## src/rtl/io_pwm_ctrl.sv

```systemverilog
// Memory-mapped PWM peripheral: shadowed duty/period registers that take effect at period boundaries.
// Define IO_PWM_READBACK_EN to enable the register read space; otherwise data_out is tied to zero.
module io_pwm_ctrl #(
   parameter int NUM_CH     = 6,
   parameter int CNT_W      = 32,
   parameter int PERIOD_RST = 1000000
) (
   input  logic              clock,
   input  logic              reset,
   input  logic              io_en,
   input  logic              io_we,
   input  logic [31:0]       mem_addr,
   input  logic [31:0]       data_in,
   output logic [31:0]       data_out,
   output logic [NUM_CH-1:0] ja
);

   localparam logic [CNT_W-1:0] PERIOD_RST_C = CNT_W'(PERIOD_RST);
   localparam logic [CNT_W-1:0] CNT_ZERO_C   = CNT_W'(0);
   localparam logic [CNT_W-1:0] CNT_ONE_C    = CNT_W'(1);

   logic [1:0]        space_s;
   logic [3:0]        idx_s;
   logic              wr_s;
   logic              wr_duty_s;
   logic              wr_period_s;
   logic              wr_ctrl_s;
   logic              clr_s;
   logic              period_zero_s;
   logic              boundary_s;
   logic              load_s;
   logic [CNT_W-1:0]  cnt_nxt_s;
   logic [NUM_CH-1:0] ja_nxt_s;

   logic [CNT_W-1:0]  cnt_r;
   logic [CNT_W-1:0]  period_sh_r;
   logic [CNT_W-1:0]  period_act_r;
   logic [CNT_W-1:0]  duty_sh_r  [NUM_CH];
   logic [CNT_W-1:0]  duty_act_r [NUM_CH];
   logic [NUM_CH-1:0] en_r;
   logic [NUM_CH-1:0] ja_r;
   logic              pending_r;

   logic              unused_addr_s;

   assign space_s       = mem_addr[13:12];
   assign idx_s         = mem_addr[3:0];
   assign wr_s          = io_en & io_we & (space_s == 2'b01);
   assign unused_addr_s = ^{mem_addr[31:14], mem_addr[11:4]};

   // Write decode: one register target per store
   always_comb begin
      wr_duty_s   = 1'b0;
      wr_period_s = 1'b0;
      wr_ctrl_s   = 1'b0;
      if (wr_s) begin
         case (idx_s)
            4'd6:    wr_period_s = 1'b1;
            4'd7:    wr_ctrl_s   = 1'b1;
            default: wr_duty_s   = ({28'd0, idx_s} < 32'(NUM_CH));
         endcase
      end else begin
         wr_duty_s = 1'b0;
      end
   end

   // Period timing; a zero period reloads every cycle so a new shadow can escape it
   always_comb begin
      period_zero_s = (period_act_r == CNT_ZERO_C);
      boundary_s    = !period_zero_s && (cnt_r == (period_act_r - CNT_ONE_C));
      clr_s         = wr_ctrl_s & data_in[8];
      load_s        = clr_s | boundary_s | period_zero_s;
      cnt_nxt_s     = load_s ? CNT_ZERO_C : (cnt_r + CNT_ONE_C);
      ja_nxt_s      = {NUM_CH{1'b0}};
      for (int i = 0; i < NUM_CH; i++) begin
         ja_nxt_s[i] = en_r[i] & !period_zero_s & (cnt_r < duty_act_r[i]);
      end
   end

   // Counter and active registers, reloaded from the shadows at a boundary or clear
   always_ff @(posedge clock or negedge reset) begin
      if (!reset) begin
         cnt_r        <= CNT_ZERO_C;
         period_act_r <= PERIOD_RST_C;
         for (int i = 0; i < NUM_CH; i++) begin
            duty_act_r[i] <= CNT_ZERO_C;
         end
      end else begin
         cnt_r <= cnt_nxt_s;
         if (load_s) begin
            period_act_r <= period_sh_r;
            for (int i = 0; i < NUM_CH; i++) begin
               duty_act_r[i] <= duty_sh_r[i];
            end
         end
      end
   end

   // Shadow, enable and pending registers; a shadow write beats a same-cycle reload on pending
   always_ff @(posedge clock or negedge reset) begin
      if (!reset) begin
         period_sh_r <= PERIOD_RST_C;
         en_r        <= {NUM_CH{1'b0}};
         pending_r   <= 1'b0;
         for (int i = 0; i < NUM_CH; i++) begin
            duty_sh_r[i] <= CNT_ZERO_C;
         end
      end else begin
         if (load_s) begin
            pending_r <= 1'b0;
         end
         if (wr_period_s || wr_duty_s) begin
            pending_r <= 1'b1;
         end
         if (wr_period_s) begin
            period_sh_r <= data_in[CNT_W-1:0];
         end
         for (int i = 0; i < NUM_CH; i++) begin
            if (wr_duty_s && (idx_s == 4'(i))) begin
               duty_sh_r[i] <= data_in[CNT_W-1:0];
            end
         end
         if (wr_ctrl_s) begin
            en_r <= data_in[NUM_CH-1:0];
         end
      end
   end

   // Registered PWM outputs
   always_ff @(posedge clock or negedge reset) begin
      if (!reset) begin
         ja_r <= {NUM_CH{1'b0}};
      end else begin
         ja_r <= ja_nxt_s;
      end
   end

   assign ja = ja_r;

`ifdef IO_PWM_READBACK_EN
   logic [31:0] rd_s;

   // Same-cycle load data for the M/W latch
   always_comb begin
      rd_s = 32'd0;
      if (io_en && !io_we && (space_s == 2'b10)) begin
         case (idx_s)
            4'd6:    rd_s = 32'(period_sh_r);
            4'd7:    rd_s = 32'(en_r);
            4'd8:    rd_s = 32'(cnt_r);
            4'd9:    rd_s = {31'd0, pending_r};
            default: begin
               for (int i = 0; i < NUM_CH; i++) begin
                  rd_s = (idx_s == 4'(i)) ? 32'(duty_sh_r[i]) : rd_s;
               end
            end
         endcase
      end else begin
         rd_s = 32'd0;
      end
   end

   assign data_out = rd_s;
`else
   assign data_out = 32'd0;
`endif

endmodule
```

## config.mk

```make
export PLATFORM = sky130hd
export DESIGN_NAME = io_pwm_ctrl
export DESIGN_NICKNAME = d
export VERILOG_FILES = /design/src/rtl/io_pwm_ctrl.sv
export SDC_FILE = /design/constraint.sdc
export NUM_CORES = 1
export LEC_CHECK = 0
export ABC_CLOCK_PERIOD_IN_PS = 10950
export BUFFER_PORTS_ARGS = -buffer_cell sky130_fd_sc_hd__buf_2
export CAP_MARGIN = 30
export CORE_AREA = 2 2 252 254
export CTS_BUF_LIST = sky130_fd_sc_hd__clkbuf_16
export CTS_CLUSTER_SIZE = 12
export DETAILED_ROUTE_END_ITERATION = 12
export DIE_AREA = 0 0 254 256
export PLACE_DENSITY_LB_ADDON = 0.08
export SLEW_MARGIN = 10
export SYNTH_ARGS = -nofsm -noshare
export SYNTH_HDL_FRONTEND = slang
export SYNTH_SLANG_ARGS = --single-unit
```

## constraint.sdc

```tcl
create_clock -name clock -period 10.95 [get_ports clock]
set_clock_uncertainty 0.05 [all_clocks]
set_input_delay 1.095 -clock clock [delete_from_list [all_inputs] [get_ports clock]]
set_output_delay 1.095 -clock clock [all_outputs]
set_load 0.005 [all_outputs]
```

==> metrics.md <==
| Metric | Value |
|---|---|
| Crit path launch | period_act_r[0]$_DFFE_PN0P_ |
| Max VDD drop | 0.000122 V |
| Crit. End Element | flip-flop |
| Starting Density | 0.396 |
| RSZ-0062 raised after global routing | false |
| Ys Warns | 0 |
| Final Cell Area | 27500 um2 |
| Die ar. | 65000 um2 |
| Nets | 2311 |
| CP most frequent cell | or4_1 |
| Final Hold Fails | 0 |
| Reg clk slew, reported paths | 0.06 ns |
| Depth of the most critical reg-to-reg path | 10 |
| Hold Path Class | reg2reg |
| Worst skew pair latency | 0.62 ns |
| Sw Pwr | 1.71 mW |
| Yosys reg bits | 492 |
| Total power | 5.31 mW |
| Final worst setup slack | 5.54 ns |
| Startpoint types | flip-flop |
| Post-Syn Instances | 1993 |
| Antenna cells | 0 |
| Crit-path cells | or4_1 > or4_1 > or4_1 > a32oi_1 > nand4_1 > nor4_1 > a41o_4 > buf_16 > buf_4 > mux2_2 |
| MaxCap Viol Count | 0 |
| Switching share of power | 0.321 |
| First-pass GRT wire length | 92300 um |
| Setup bufs post-CTS | 0 |
| Critical Path Sink | duty_act_r[137]$_DFFE_PN0P_ |
| Layout fillers | 5883 |
| Netlist cell types | 57 |
| Area grow syn2layout | 11.3% |
| Initial drt markers | 661 |
| First-pass DRT Iterations | 4 |
| Top delay family on crit path | simple AND/OR/NAND/NOR gates |
| Internal Pwr Total | 3.60 mW |
| Slowest cell on crit path | or4_1 |
| Comb pwr share | 0.257 |
| Overall die width | 254 um |
| CP max stage delay | 0.81 ns |
| Post-route ant nets | 0 |
| EDFF count, synth | 0 |
| Post-synth ARST share | 1.00 |
| FF+latch area | 12300 um2 |
| Outcome | finished, final reports clean |
| CTS Buffer Depth | 3 |
| Buffer and inverter count on the worst path | 2 |
| Crit Path Class | reg2reg |
| GRT overflow | 0 |
| Setup TNS | 0 ns |
| Reg2reg start | period_act_r[0]$_DFFE_PN0P_ |
| Sequential share of power | 0.406 |
| PostCTS Resize Cnt | 0 |
| Measured slew at the worst slew-check pin | 1.02 ns |
| Hold Buf Count CTS | 0 |
| Number of global-route vias before repair | 15800 |
| Fraction of layout cells with a size suffix above 1 | 0.197 |
| Worst path depth | 10 |
| Mapped Area | 24700 um2 |
| Drt wl/cell | 19.7 um |
| Leakage | 13.9 nW |
| Clk sink count | 492 |
| Primary FF master, synth | dfrtp_1 |
| Synthesized area per cell | 12.4 um2 |
| CTS tree | done |
| Chip Height | 256 um |
| CTS root buffer | clkbuf_16 |
| Drc violations | 0 |
| CP arrival | 5.86 ns |
| Drt via density | 5.05 |
| IO buf count | 47 |
| Sequential fraction of the synthesis area | 0.499 |
| Fmax | 185 MHz |
| Setup slack, reg-to-reg | 5.54 ns |
| # IOs | 106 |
| Total track usage | 0.184 |
| DP Area | 25700 um2 |
| Final Wtd Congestion | 0.761 |
| CTS Buf Count | 57 |
| H-Tree Depth | 2 |
| FP Rows | 92 |
| Pwr Density | 193 nW/um2 |
| CORE AREA | 62400 um2 |
| Area of the multi-input gates | 11200 um2 |
| Final worst-path cycle share | 0.494 |
| Min Clock Period, post-route | 5.41 ns |
| Hpwl dp | 39000 um |
| Placement Setup Slack | 5.32 ns |
| CP max FO | 66 |
| Final setup violation count | 0 |
| CP required | 11.40 ns |
| Reg2reg end | duty_act_r[137]$_DFFE_PN0P_ |
| Initial antenna violation count | 1 |
| Clk network pwr share | 0.336 |
| Largest net degree at the start of global routing | 178 |
| Routed wire length | 58000 um |
| Worst Hold Margin | 0.424 ns |
| Slew margin rel. | 0.321 |
| Via count | 14900 |
| Slew Limit Fails | 0 |
-- synthesized netlist by cell type (2+ instances only) --
cell type / instances / share of area
a2111oi_0: 3 / 0.0011
a211o_1: 2 / 0.00071
a211oi_1: 5 / 0.0015
a21boi_0: 5 / 0.0015
a21o_1: 58 / 0.018
a21oi_1: 49 / 0.0099
a31o_2: 5 / 0.0018
a31oi_1: 8 / 0.0020
a32oi_1: 2 / 0.00071
and3_1: 4 / 0.0010
and4_1: 6 / 0.0021
buf_2: 8 / 0.0016
buf_4: 32 / 0.0097
buf_6: 23 / 0.010
clkbuf_1: 34 / 0.0052
dfrtp_1: 478 / 0.48
dfstp_2: 14 / 0.015
ha_1: 189 / 0.096
inv_1: 190 / 0.029
mux2_1: 210 / 0.096
mux2_2: 246 / 0.11
mux2i_1: 5 / 0.0020
nand2_1: 59 / 0.0090
nand2b_1: 13 / 0.0033
nand3_1: 19 / 0.0038
nand4_1: 36 / 0.0091
nand4b_1: 2 / 0.00071
nor2_1: 72 / 0.011
nor2b_1: 23 / 0.0058
nor3_1: 16 / 0.0032
nor4_1: 17 / 0.0043
nor4b_1: 3 / 0.0011
o2111ai_1: 10 / 0.0035
o211ai_1: 5 / 0.0015
o21ai_0: 29 / 0.0059
o22ai_1: 4 / 0.0010
o31ai_1: 2 / 0.00061
or3_1: 8 / 0.0020
or4_1: 13 / 0.0039
xnor2_1: 41 / 0.015
xor2_1: 29 / 0.010
-- worst register-to-register path, delay by kind of cell (launching register included) --
family                 cells  cell delay (ns)
DFF                        1             0.44
buffers and inverters      2             1.10
muxes                      1             0.47
AOI/OAI and AO/OA          2             0.77
and+or+nand+nor            5             2.48
-- logic make-up (layout without fill, tap and decap cells) --
group / count (synthesis) / in the layout / share of synthesized area
xor+xnor: 70 / 70 / 0.0248
mux: 461 / 461 / 0.210
compound gates: 195 / 195 / 0.0523
other cells: 1 / 32 / 0.000152
fa+ha+maj: 189 / 189 / 0.0956
simple gates: 296 / 296 / 0.0622
buf+inv: 289 / 366 / 0.0566
flops: 492 / 492 / 0.499
-- placed cells by master (no fill, tap or decap), drive strengths merged, types with 3 or more instances in the layout --
| master | n |
|---|---|
| a2111oi | 3 |
| a211oi | 5 |
| a21boi | 5 |
| a21o | 58 |
| a21oi | 49 |
| a31o | 5 |
| a31oi | 8 |
| and3 | 4 |
| and4 | 6 |
| buf | 69 |
| bufinv | 4 |
| clkbuf | 57 |
| clkinv | 22 |
| conb | 32 |
| dfrtp | 478 |
| dfstp | 14 |
| ha | 189 |
| inv | 213 |
| mux2 | 456 |
| mux2i | 5 |
| nand2 | 59 |
| nand2b | 13 |
| nand3 | 19 |
| nand4 | 36 |
| nor2 | 72 |
| nor2b | 23 |
| nor3 | 16 |
| nor4 | 18 |
| nor4b | 3 |
| o2111ai | 10 |
| o211ai | 5 |
| o21ai | 29 |
| o22ai | 4 |
| or3 | 8 |
| or4 | 13 |
| xnor2 | 41 |
| xor2 | 29 |
-- metrics by stage --
step           std cells  utilization
2_1_floorplan       2024            -
3_3_place_gp        2838        0.412
3_5_place_dp        2838        0.412
4_1_cts             2944        0.440
5_1_grt             2947        0.441
6_report            2947        0.441
-- routing by layer --
layer | vias up | part of all wire | track usage | routed length, um
li1 | 7053 | - | - | -
met1 | 7580 | 0.47 | 0.251 | 27400
met2 | 159 | 0.47 | 0.302 | 27300
met3 | 91 | 0.027 | 0.0247 | 1590
met4 | 0 | 0.029 | 0.0611 | 1660
met5 | - | 0 | 0 | 0
-- registers in the layout, indices dropped and copies added (netlist names) --
name          cells
cnt_r            32
duty_act_r      192
duty_sh_r       192
en_r              6
ja                6
period_act_r     32
period_sh_r      32
-- final cells by class --
class | instances | area share
flip-flops and latches | 492 | 0.448
clock inverters | 49 | 0.0118
well taps | 846 | 0.0385
multi-input cells | 1243 | 0.406
clock buffers | 57 | 0.0518
inverters | 190 | 0.0259
repair buffers | 70 | 0.0177
-- power by group through the flow --
| stage | registers [mW] | clock network [mW] | logic [mW] |
|---|---|---|---|
| global placement | 2.19 | 0 | 1.38 |
| floorplan | 2.13 | 0 | 0.991 |
| CTS | 2.16 | 1.85 | 1.40 |
| finish | 2.16 | 1.79 | 1.37 |
| global route | 2.19 | 1.93 | 1.53 |
| detailed placement | 2.19 | 0 | 1.40 |
-- worst min-delay path by stage --
stage                     cells after the start                           to                        start
after floorplan                               1  duty_act_r[100]$_DFFE_PN0P_  duty_act_r[100]$_DFFE_PN0P_
after global placement                        1   duty_act_r[54]$_DFFE_PN0P_   duty_act_r[54]$_DFFE_PN0P_
after detailed placement                      1   duty_act_r[42]$_DFFE_PN0P_    duty_sh_r[42]$_DFFE_PN0P_
after CTS                                     1  duty_act_r[173]$_DFFE_PN0P_   duty_sh_r[173]$_DFFE_PN0P_
after global routing                          1  duty_act_r[173]$_DFFE_PN0P_   duty_sh_r[173]$_DFFE_PN0P_
final                                         1   duty_act_r[88]$_DFFE_PN0P_    duty_sh_r[88]$_DFFE_PN0P_
Note: power is estimated with default switching activity, not from simulation.
